## src/rtl/llki_pkg.sv

```systemverilog
// Shared definitions for the LLKI discrete key-load channel: message ids,
// completion codes, command opcodes and master FSM states.
package llki_pkg;

    localparam logic [7:0] MID_KEY_LOAD   = 8'h02;
    localparam logic [7:0] MID_KEY_CLEAR  = 8'h03;
    localparam logic [7:0] MID_KEY_STATUS = 8'h04;
    localparam logic [7:0] MID_RESP_BIT   = 8'h80;

    localparam logic [7:0] ST_OK       = 8'h00;
    localparam logic [7:0] ST_TIMEOUT  = 8'hE0;
    localparam logic [7:0] ST_BAD_RESP = 8'hE1;
    localparam logic [7:0] ST_BAD_CMD  = 8'hE2;

    typedef enum logic [1:0] {
        OP_KEY_LOAD   = 2'd0,
        OP_KEY_CLEAR  = 2'd1,
        OP_KEY_STATUS = 2'd2,
        OP_ILLEGAL    = 2'd3
    } cmd_op_e;

    typedef enum logic [2:0] {
        S_IDLE      = 3'd0,
        S_FETCH     = 3'd1,
        S_RDWAIT    = 3'd2,
        S_SEND      = 3'd3,
        S_WAIT_RESP = 3'd4,
        S_DONE      = 3'd5
    } state_e;

    // Request message id carried for each legal opcode.
    function automatic logic [7:0] op_msg_id(input cmd_op_e op);
        logic [7:0] id;
        case (op)
            OP_KEY_LOAD:  id = MID_KEY_LOAD;
            OP_KEY_CLEAR: id = MID_KEY_CLEAR;
            default:      id = MID_KEY_STATUS;
        endcase
        return id;
    endfunction

endpackage

```

## src/rtl/llki_timeout_ctr.sv

```systemverilog
// Per-message watchdog: counts enabled cycles after a clear and flags
// expiry once TIMEOUT_CYCLES-1 is reached. It saturates until cleared.
module llki_timeout_ctr #(
    parameter int TIMEOUT_CYCLES = 1024
) (
    input  logic clk,
    input  logic rst_n,
    input  logic clear,
    input  logic enable,
    output logic expired
);
    localparam int CW = (TIMEOUT_CYCLES > 2) ? $clog2(TIMEOUT_CYCLES) : 1;

    logic [CW-1:0] cnt;

    // Cycle counter, restarted at the start of every message.
    always_ff @(posedge clk or negedge rst_n) begin
        if (!rst_n) begin
            cnt <= '0;
        end else if (clear) begin
            cnt <= '0;
        end else if (enable && !expired) begin
            cnt <= cnt + CW'(1);
        end
    end

    assign expired = (cnt == CW'(TIMEOUT_CYCLES - 1));

endmodule

```

## src/rtl/llki_discrete_master.sv

```systemverilog
// Initiator end of the LLKI discrete key-load channel. Runs one command at a
// time, streams key words from the local key RAM as request messages, checks
// each slave response and reports one completion status per command.
module llki_discrete_master
    import llki_pkg::*;
#(
    parameter int KEY_WORDS_MAX  = 8,
    parameter int TIMEOUT_CYCLES = 1024
) (
    input  logic                             clk,
    input  logic                             rst_n,
    input  logic                             cmd_valid,
    output logic                             cmd_ready,
    input  logic [1:0]                       cmd_op,
    input  logic [3:0]                       cmd_num_words,
    output logic                             keymem_rd_en,
    output logic [$clog2(KEY_WORDS_MAX)-1:0] keymem_rd_addr,
    input  logic [63:0]                      keymem_rd_data,
    output logic                             busy,
    output logic                             done_valid,
    output logic [7:0]                       done_status,
    output logic                             llki_req_valid,
    input  logic                             llki_req_ready,
    output logic [7:0]                       llki_req_msg_id,
    output logic [63:0]                      llki_req_data,
    input  logic                             llki_resp_valid,
    output logic                             llki_resp_ready,
    input  logic [7:0]                       llki_resp_msg_id,
    input  logic [7:0]                       llki_resp_status
);
    localparam int ADDR_W = $clog2(KEY_WORDS_MAX);

    state_e            state, state_nx;
    cmd_op_e           op;
    logic [ADDR_W-1:0] word_idx;
    logic [3:0]        num_words_q;
    logic              is_load_q;
    logic [7:0]        msg_id_q;
    logic [63:0]       req_data_q;
    logic [7:0]        done_status_q;

    logic              cmd_start, data_ld, idx_inc, fin;
    logic [7:0]        fin_code;
    logic              tmo_clr, tmo_en, tmo_expired;
    logic              num_ok, last_word, resp_id_ok;

    assign op         = cmd_op_e'(cmd_op);
    assign num_ok     = (cmd_num_words != 4'd0) && (int'(cmd_num_words) <= KEY_WORDS_MAX);
    assign last_word  = (int'(word_idx) + 1) >= int'(num_words_q);
    assign resp_id_ok = (llki_resp_msg_id == (msg_id_q | MID_RESP_BIT));

    llki_timeout_ctr #(
        .TIMEOUT_CYCLES(TIMEOUT_CYCLES)
    ) u_tmo (
        .clk    (clk),
        .rst_n  (rst_n),
        .clear  (tmo_clr),
        .enable (tmo_en),
        .expired(tmo_expired)
    );

    // FSM state register; reset aborts any command without a completion.
    always_ff @(posedge clk or negedge rst_n) begin
        if (!rst_n) begin
            state <= S_IDLE;
        end else begin
            state <= state_nx;
        end
    end

    // Next-state decode, handshake outputs and datapath strobes.
    always_comb begin
        state_nx        = state;
        cmd_ready       = 1'b0;
        busy            = 1'b1;
        keymem_rd_en    = 1'b0;
        llki_req_valid  = 1'b0;
        llki_resp_ready = 1'b0;
        done_valid      = 1'b0;
        cmd_start       = 1'b0;
        data_ld         = 1'b0;
        idx_inc         = 1'b0;
        fin             = 1'b0;
        fin_code        = ST_OK;
        tmo_clr         = 1'b0;
        tmo_en          = 1'b0;
        case (state)
            S_IDLE: begin
                cmd_ready       = 1'b1;
                busy            = 1'b0;
                // Responses arriving here are stray; accept and discard them.
                llki_resp_ready = 1'b1;
                if (cmd_valid) begin
                    case (op)
                        OP_KEY_LOAD: begin
                            if (num_ok) begin
                                cmd_start = 1'b1;
                                state_nx  = S_FETCH;
                            end else begin
                                fin      = 1'b1;
                                fin_code = ST_BAD_CMD;
                                state_nx = S_DONE;
                            end
                        end
                        OP_KEY_CLEAR, OP_KEY_STATUS: begin
                            cmd_start = 1'b1;
                            tmo_clr   = 1'b1;
                            state_nx  = S_SEND;
                        end
                        default: begin
                            fin      = 1'b1;
                            fin_code = ST_BAD_CMD;
                            state_nx = S_DONE;
                        end
                    endcase
                end
            end
            S_FETCH: begin
                keymem_rd_en = 1'b1;
                state_nx     = S_RDWAIT;
            end
            S_RDWAIT: begin
                data_ld  = 1'b1;
                tmo_clr  = 1'b1;
                state_nx = S_SEND;
            end
            S_SEND: begin
                llki_req_valid = 1'b1;
                tmo_en         = 1'b1;
                if (llki_req_ready) begin
                    state_nx = S_WAIT_RESP;
                end else if (tmo_expired) begin
                    fin      = 1'b1;
                    fin_code = ST_TIMEOUT;
                    state_nx = S_DONE;
                end
            end
            S_WAIT_RESP: begin
                llki_resp_ready = 1'b1;
                tmo_en          = 1'b1;
                if (llki_resp_valid) begin
                    if (!resp_id_ok) begin
                        fin      = 1'b1;
                        fin_code = ST_BAD_RESP;
                        state_nx = S_DONE;
                    end else if (llki_resp_status != ST_OK) begin
                        fin      = 1'b1;
                        fin_code = llki_resp_status;
                        state_nx = S_DONE;
                    end else if (is_load_q && !last_word) begin
                        idx_inc  = 1'b1;
                        state_nx = S_FETCH;
                    end else begin
                        fin      = 1'b1;
                        fin_code = ST_OK;
                        state_nx = S_DONE;
                    end
                end else if (tmo_expired) begin
                    fin      = 1'b1;
                    fin_code = ST_TIMEOUT;
                    state_nx = S_DONE;
                end
            end
            S_DONE: begin
                done_valid = 1'b1;
                state_nx   = S_IDLE;
            end
            default: begin
                state_nx = S_IDLE;
            end
        endcase
    end

    // Command context, request message registers and completion code.
    always_ff @(posedge clk or negedge rst_n) begin
        if (!rst_n) begin
            is_load_q     <= 1'b0;
            num_words_q   <= 4'd0;
            word_idx      <= '0;
            msg_id_q      <= 8'h00;
            req_data_q    <= 64'h0;
            done_status_q <= ST_OK;
        end else begin
            if (cmd_start) begin
                is_load_q   <= (op == OP_KEY_LOAD);
                num_words_q <= cmd_num_words;
                word_idx    <= '0;
                msg_id_q    <= op_msg_id(op);
                req_data_q  <= 64'h0;
            end
            if (data_ld) begin
                req_data_q <= keymem_rd_data;
            end
            if (idx_inc) begin
                word_idx <= word_idx + ADDR_W'(1);
            end
            if (fin) begin
                done_status_q <= fin_code;
            end
        end
    end

    assign keymem_rd_addr  = word_idx;
    assign llki_req_msg_id = msg_id_q;
    assign llki_req_data   = req_data_q;
    assign done_status     = done_status_q;

endmodule

```

## config.mk

```make
export PLATFORM = sky130hd
export DESIGN_NAME = llki_discrete_master
export DESIGN_NICKNAME = d
export VERILOG_FILES = /design/src/rtl/llki_pkg.sv /design/src/rtl/llki_timeout_ctr.sv /design/src/rtl/llki_discrete_master.sv
export SDC_FILE = /design/constraint.sdc
export NUM_CORES = 1
export LEC_CHECK = 0
export CAP_MARGIN = 30
export CORE_AREA = 2 2 106 108
export DETAILED_ROUTE_END_ITERATION = 8
export DIE_AREA = 0 0 108 110
export GPL_ROUTABILITY_DRIVEN = 1
export HOLD_SLACK_MARGIN = 0.15
export PLACE_DENSITY = 0.86
export SETUP_SLACK_MARGIN = 0.02
export SLEW_MARGIN = 20
export SYNTH_ARGS = -nofsm -noshare
export SYNTH_HDL_FRONTEND = slang
export SYNTH_SLANG_ARGS = --single-unit
```

## constraint.sdc

```tcl
create_clock -name clk -period 3.3 [get_ports clk]
set_input_delay 0.66 -clock clk [delete_from_list [all_inputs] [get_ports clk]]
set_output_delay 0.66 -clock clk [all_outputs]
set_load 0.02 [all_outputs]
```

==> results.txt <==
----------------------------------------------------
[Clock network]
  Hold Buf Count CTS ... 0
  Deepest level of the CTS H-tree ... 3
  Total setup buffers inserted after CTS ... 0
  CTS Buf Count ... 9
  Clock buffer depth ... 2
  TritonCTS clock tree ... built
  Clk slew on worst S/H paths ... 0.10 ns
  Clock latency on the worst-skew pair ... 0.35 ns
  Cells resized by post-CTS repair ... 0
  Root cell of the clock tree ... clkbuf_8
  Sinks on Clock Net ... 96

[Floorplanning]
  Std cell rows ... 38
  Vert. Die Dim ... 110 um
  Die extent in x ... 108 um
  Placeable core region ... 10700 um^2
  Initial core utilization ... 44.4%
  I/O pin total ... 180
  Floorplan die area ... 11900 um^2

[Synth]
  Top_reg_cell synth ... dfrtp_1
  Register area share after synthesis ... 50.6%
  Distinct cell type count after synthesis ... 63
  Fraction of registers with async set/reset ... 100%
  #FFs+latches synth ... 96
  Synthesized instance count ... 476
  Post-synthesis instance area ... 4740 um^2
  Post-synth EDFFs ... 0
  Syn_area_per_cell ... 9.97 um^2
  Total number of yosys warnings ... 0

[Place]
  Buffers added on ports ... 174
  Post-detailed-placement half-perimeter wirelength ... 9160 um
  Final weighted congestion in routability-driven placement ... 0.861

[Timing]
  Max-slew headroom at the worst pin ... 53.9%
  Final max-slew violation count ... 0
  Worst hold slack ... 0.303 ns
  Total Negative Setup Slacks ... 0 ns
  Setup clock skew after layout ... 0.00702 ns
  Final setup violating endpoints ... 0
  Number of hold-slack violations in the final timing report ... 0
  Max Fclk ... 354 MHz
  Final period util ... 85.6%
  Min Tclk post-route ... 2.83 ns
  Setup repair after global routing missed its margin ... false
  Tightest Pin Transition ... 0.689 ns

[Route]
  Remaining DRCs ... 0
  Vias after detailed routing ... 4075
  Average routed wire per standard cell ... 15.5 um
  Number of nets still failing antenna checks after routing ... 0
  Count of TritonRoute iterations in the first routing pass ... 4
  Routed wire length ... 12200 um
  Iteration-0 DRC count of the detailed router ... 205
  Via density per instance ... 5.18

[Final layout]
  Area delta synth->final ... 42.3%
  Number of antenna repair diodes ... 0
  Final Net Count ... 742
  Area used by multi-input combinational logic ... 2110 um^2
  Fillcell total ... 888
  Share of final-layout standard cells stronger than drive strength 1 ... 17.5%
  Footprint of the flip-flops and latches ... 2400 um^2

[Pwr]
  Pwr per Cell Area ... 864 nW/um^2
  Power share of the sequential group ... 33.4%
  Leakage power summed over all cells ... 2.92 nW
  Post-route total power ... 5.84 mW
  Max rail drop VDD ... 0.440 mV
  Switch Pwr ... 2.40 mW
  Pint ... 3.43 mW
  Switching share of total power ... 41.2%
  Fraction of power consumed by the clock network ... 13.2%
  Combinational power share ... 53.4%

[Min path]
  Min-Delay Path Class ... input pin to async pin

[Global routing]
  GR Util met2 ... 35.9%
  Number of antenna violations at the first check in global routing ... 0
  First-pass GRT wire length ... 19200 um
  Global routing's busiest layer ... met2
  Vias in the first global route ... 4124
  Overall global routing resource usage ... 20.3%
  Global-route track usage on met1 ... 25.2%
  Congestion Overflow GR ... 0
  Met3 Track Usage GR ... 3.94%
  Maximum number of pins on one net before global-route repair ... 50

[Worst setup path]
  Critical register-to-register path startpoint ... keymem_rd_addr[0]$_DFFE_PN0P_
  Critical path launch point type ... flip-flop
  Worst endpoint data arrival time ... 2.17 ns
  Worst Setup End Kind ... output pin
  Logic depth of the worst register-to-register path ... 8
  Setup CP Type ... flip-flop to output pin
  Peak fanout along the critical path ... 13
  Required time at the worst-slack endpoint ... 2.64 ns
  Origin of the worst setup path ... state[0]$_DFFE_PN0P_

[Run status]
  Run status ... finished, final reports clean

[Run]
  Max cap viols ... 0

----------------------------------------------------
==> synth_stat cells, types with 3 or more instances <==
master / count / share of area, %
and3b_1: 3 / 0.55
nor2_1: 20 / 1.6
o21ai_0: 8 / 0.84
nor4_1: 6 / 0.79
o21ai_2: 60 / 11
xor2_1: 3 / 0.55
inv_1: 11 / 0.87
dfrtp_1: 96 / 51
a22o_2: 3 / 0.63
nor3_1: 6 / 0.63
o21ai_1: 6 / 0.63
buf_4: 5 / 0.79
nand2_1: 141 / 11
a21oi_1: 4 / 0.42
mux2_2: 3 / 0.71
buf_6: 8 / 1.9
clkbuf_1: 15 / 1.2
ha_1: 9 / 2.4
nand3_1: 5 / 0.53
xnor2_1: 8 / 1.5
==> kinds of logic after synthesis <==
kind of cell	synth area share, %
AOI/OAI and AO/OA	18.7
xor gates and xnor gates	2.03
adders and majority gates	2.37
buffers and inverters	5.51
DFF	50.6
muxes	1.24
other	0.0790
and+or+nand+nor	19.4
==> cell type report <==
| class | count | share of cell area, % |
|---|---|---|
| Timing Repair Buffer | 183 | 27.1 |
| Sequential cell | 96 | 35.6 |
| Clock inverter | 5 | 0.834 |
| Clock buffer | 10 | 2.04 |
| Multi-Input combinational cell | 341 | 31.2 |
| Tap cell | 140 | 2.59 |
| Inverter | 11 | 0.611 |
==> sequential cells by signal, indices dropped and copies added (netlist names) <==
name / count
num_words_q: 4
u_tmo.cnt: 10
done_status: 8
llki_req_data: 64
llki_req_msg_id: 3
keymem_rd_addr: 3
is_load_q: 1
state: 3
==> metrics by stage <==
stage	instances	area [um^2]	util, %	setup WS [ns]
2_1_floorplan	480	4760	-	0.961
3_3_place_gp	771	6560	61.3	0.427
3_5_place_dp	771	6560	61.3	0.360
4_1_cts	786	6750	63.1	0.452
5_1_grt	786	6750	63.1	0.375
6_report	786	6750	63.1	0.474
==> cell usage in the layout (no fill, tap or decap), types with 8 or more instances in the layout <==
cell             instances
inv_1                   11
o21ai_2                 60
nor2_1                  20
ha_1                     9
o21ai_0                  8
dfrtp_1                 96
nand2_1                140
clkdlybuf4s50_1        173
xnor2_1                  8
buf_4                    8
clkbuf_8                10
==> power groups by stage <==
stage	Sequential [mW]	Clock, mW	Combinational [mW]
6_report	1.95	0.768	3.12
5_1_grt	2.01	0.850	3.37
4_1_cts	1.95	0.797	3.15
3_5_place_dp	1.97	0	3.14
3_3_place_gp	1.96	0	3.06
2_1_floorplan	2.42	0	1.35
==> critical path, stage by stage (launching register included) <==
cell and delay, ns:
dfrtp_1 0.53, or3_1 0.51, inv_1 0.16, clkdlybuf4s50_1 0.62
==> path summary, 6_finish.rpt <==
kind / end / slack [ns]
worst max-delay path: cmd_ready / 0.47
worst min-delay path: llki_req_data[44]$_DFFE_PN0P_ / 0.30
worst max register to register: done_status[1]$_DFFE_PN0P_ / 0.77
worst min register to register: done_status[0]$_DFFE_PN0P_ / 0.51
max in group asynchronous: llki_req_data[60]$_DFFE_PN0P_ / 2.30
min in group clk: done_status[0]$_DFFE_PN0P_ / 0.51
==> layer usage <==
| layer | routed length, um | up-vias |
|---|---|---|
| met5 | 0 | - |
| met4 | 189 | 0 |
| met3 | 725 | 19 |
| met2 | 6100 | 152 |
| met1 | 5180 | 1966 |
| li1 | - | 1938 |
No activity file was read; power rests on OpenSTA's default activity.
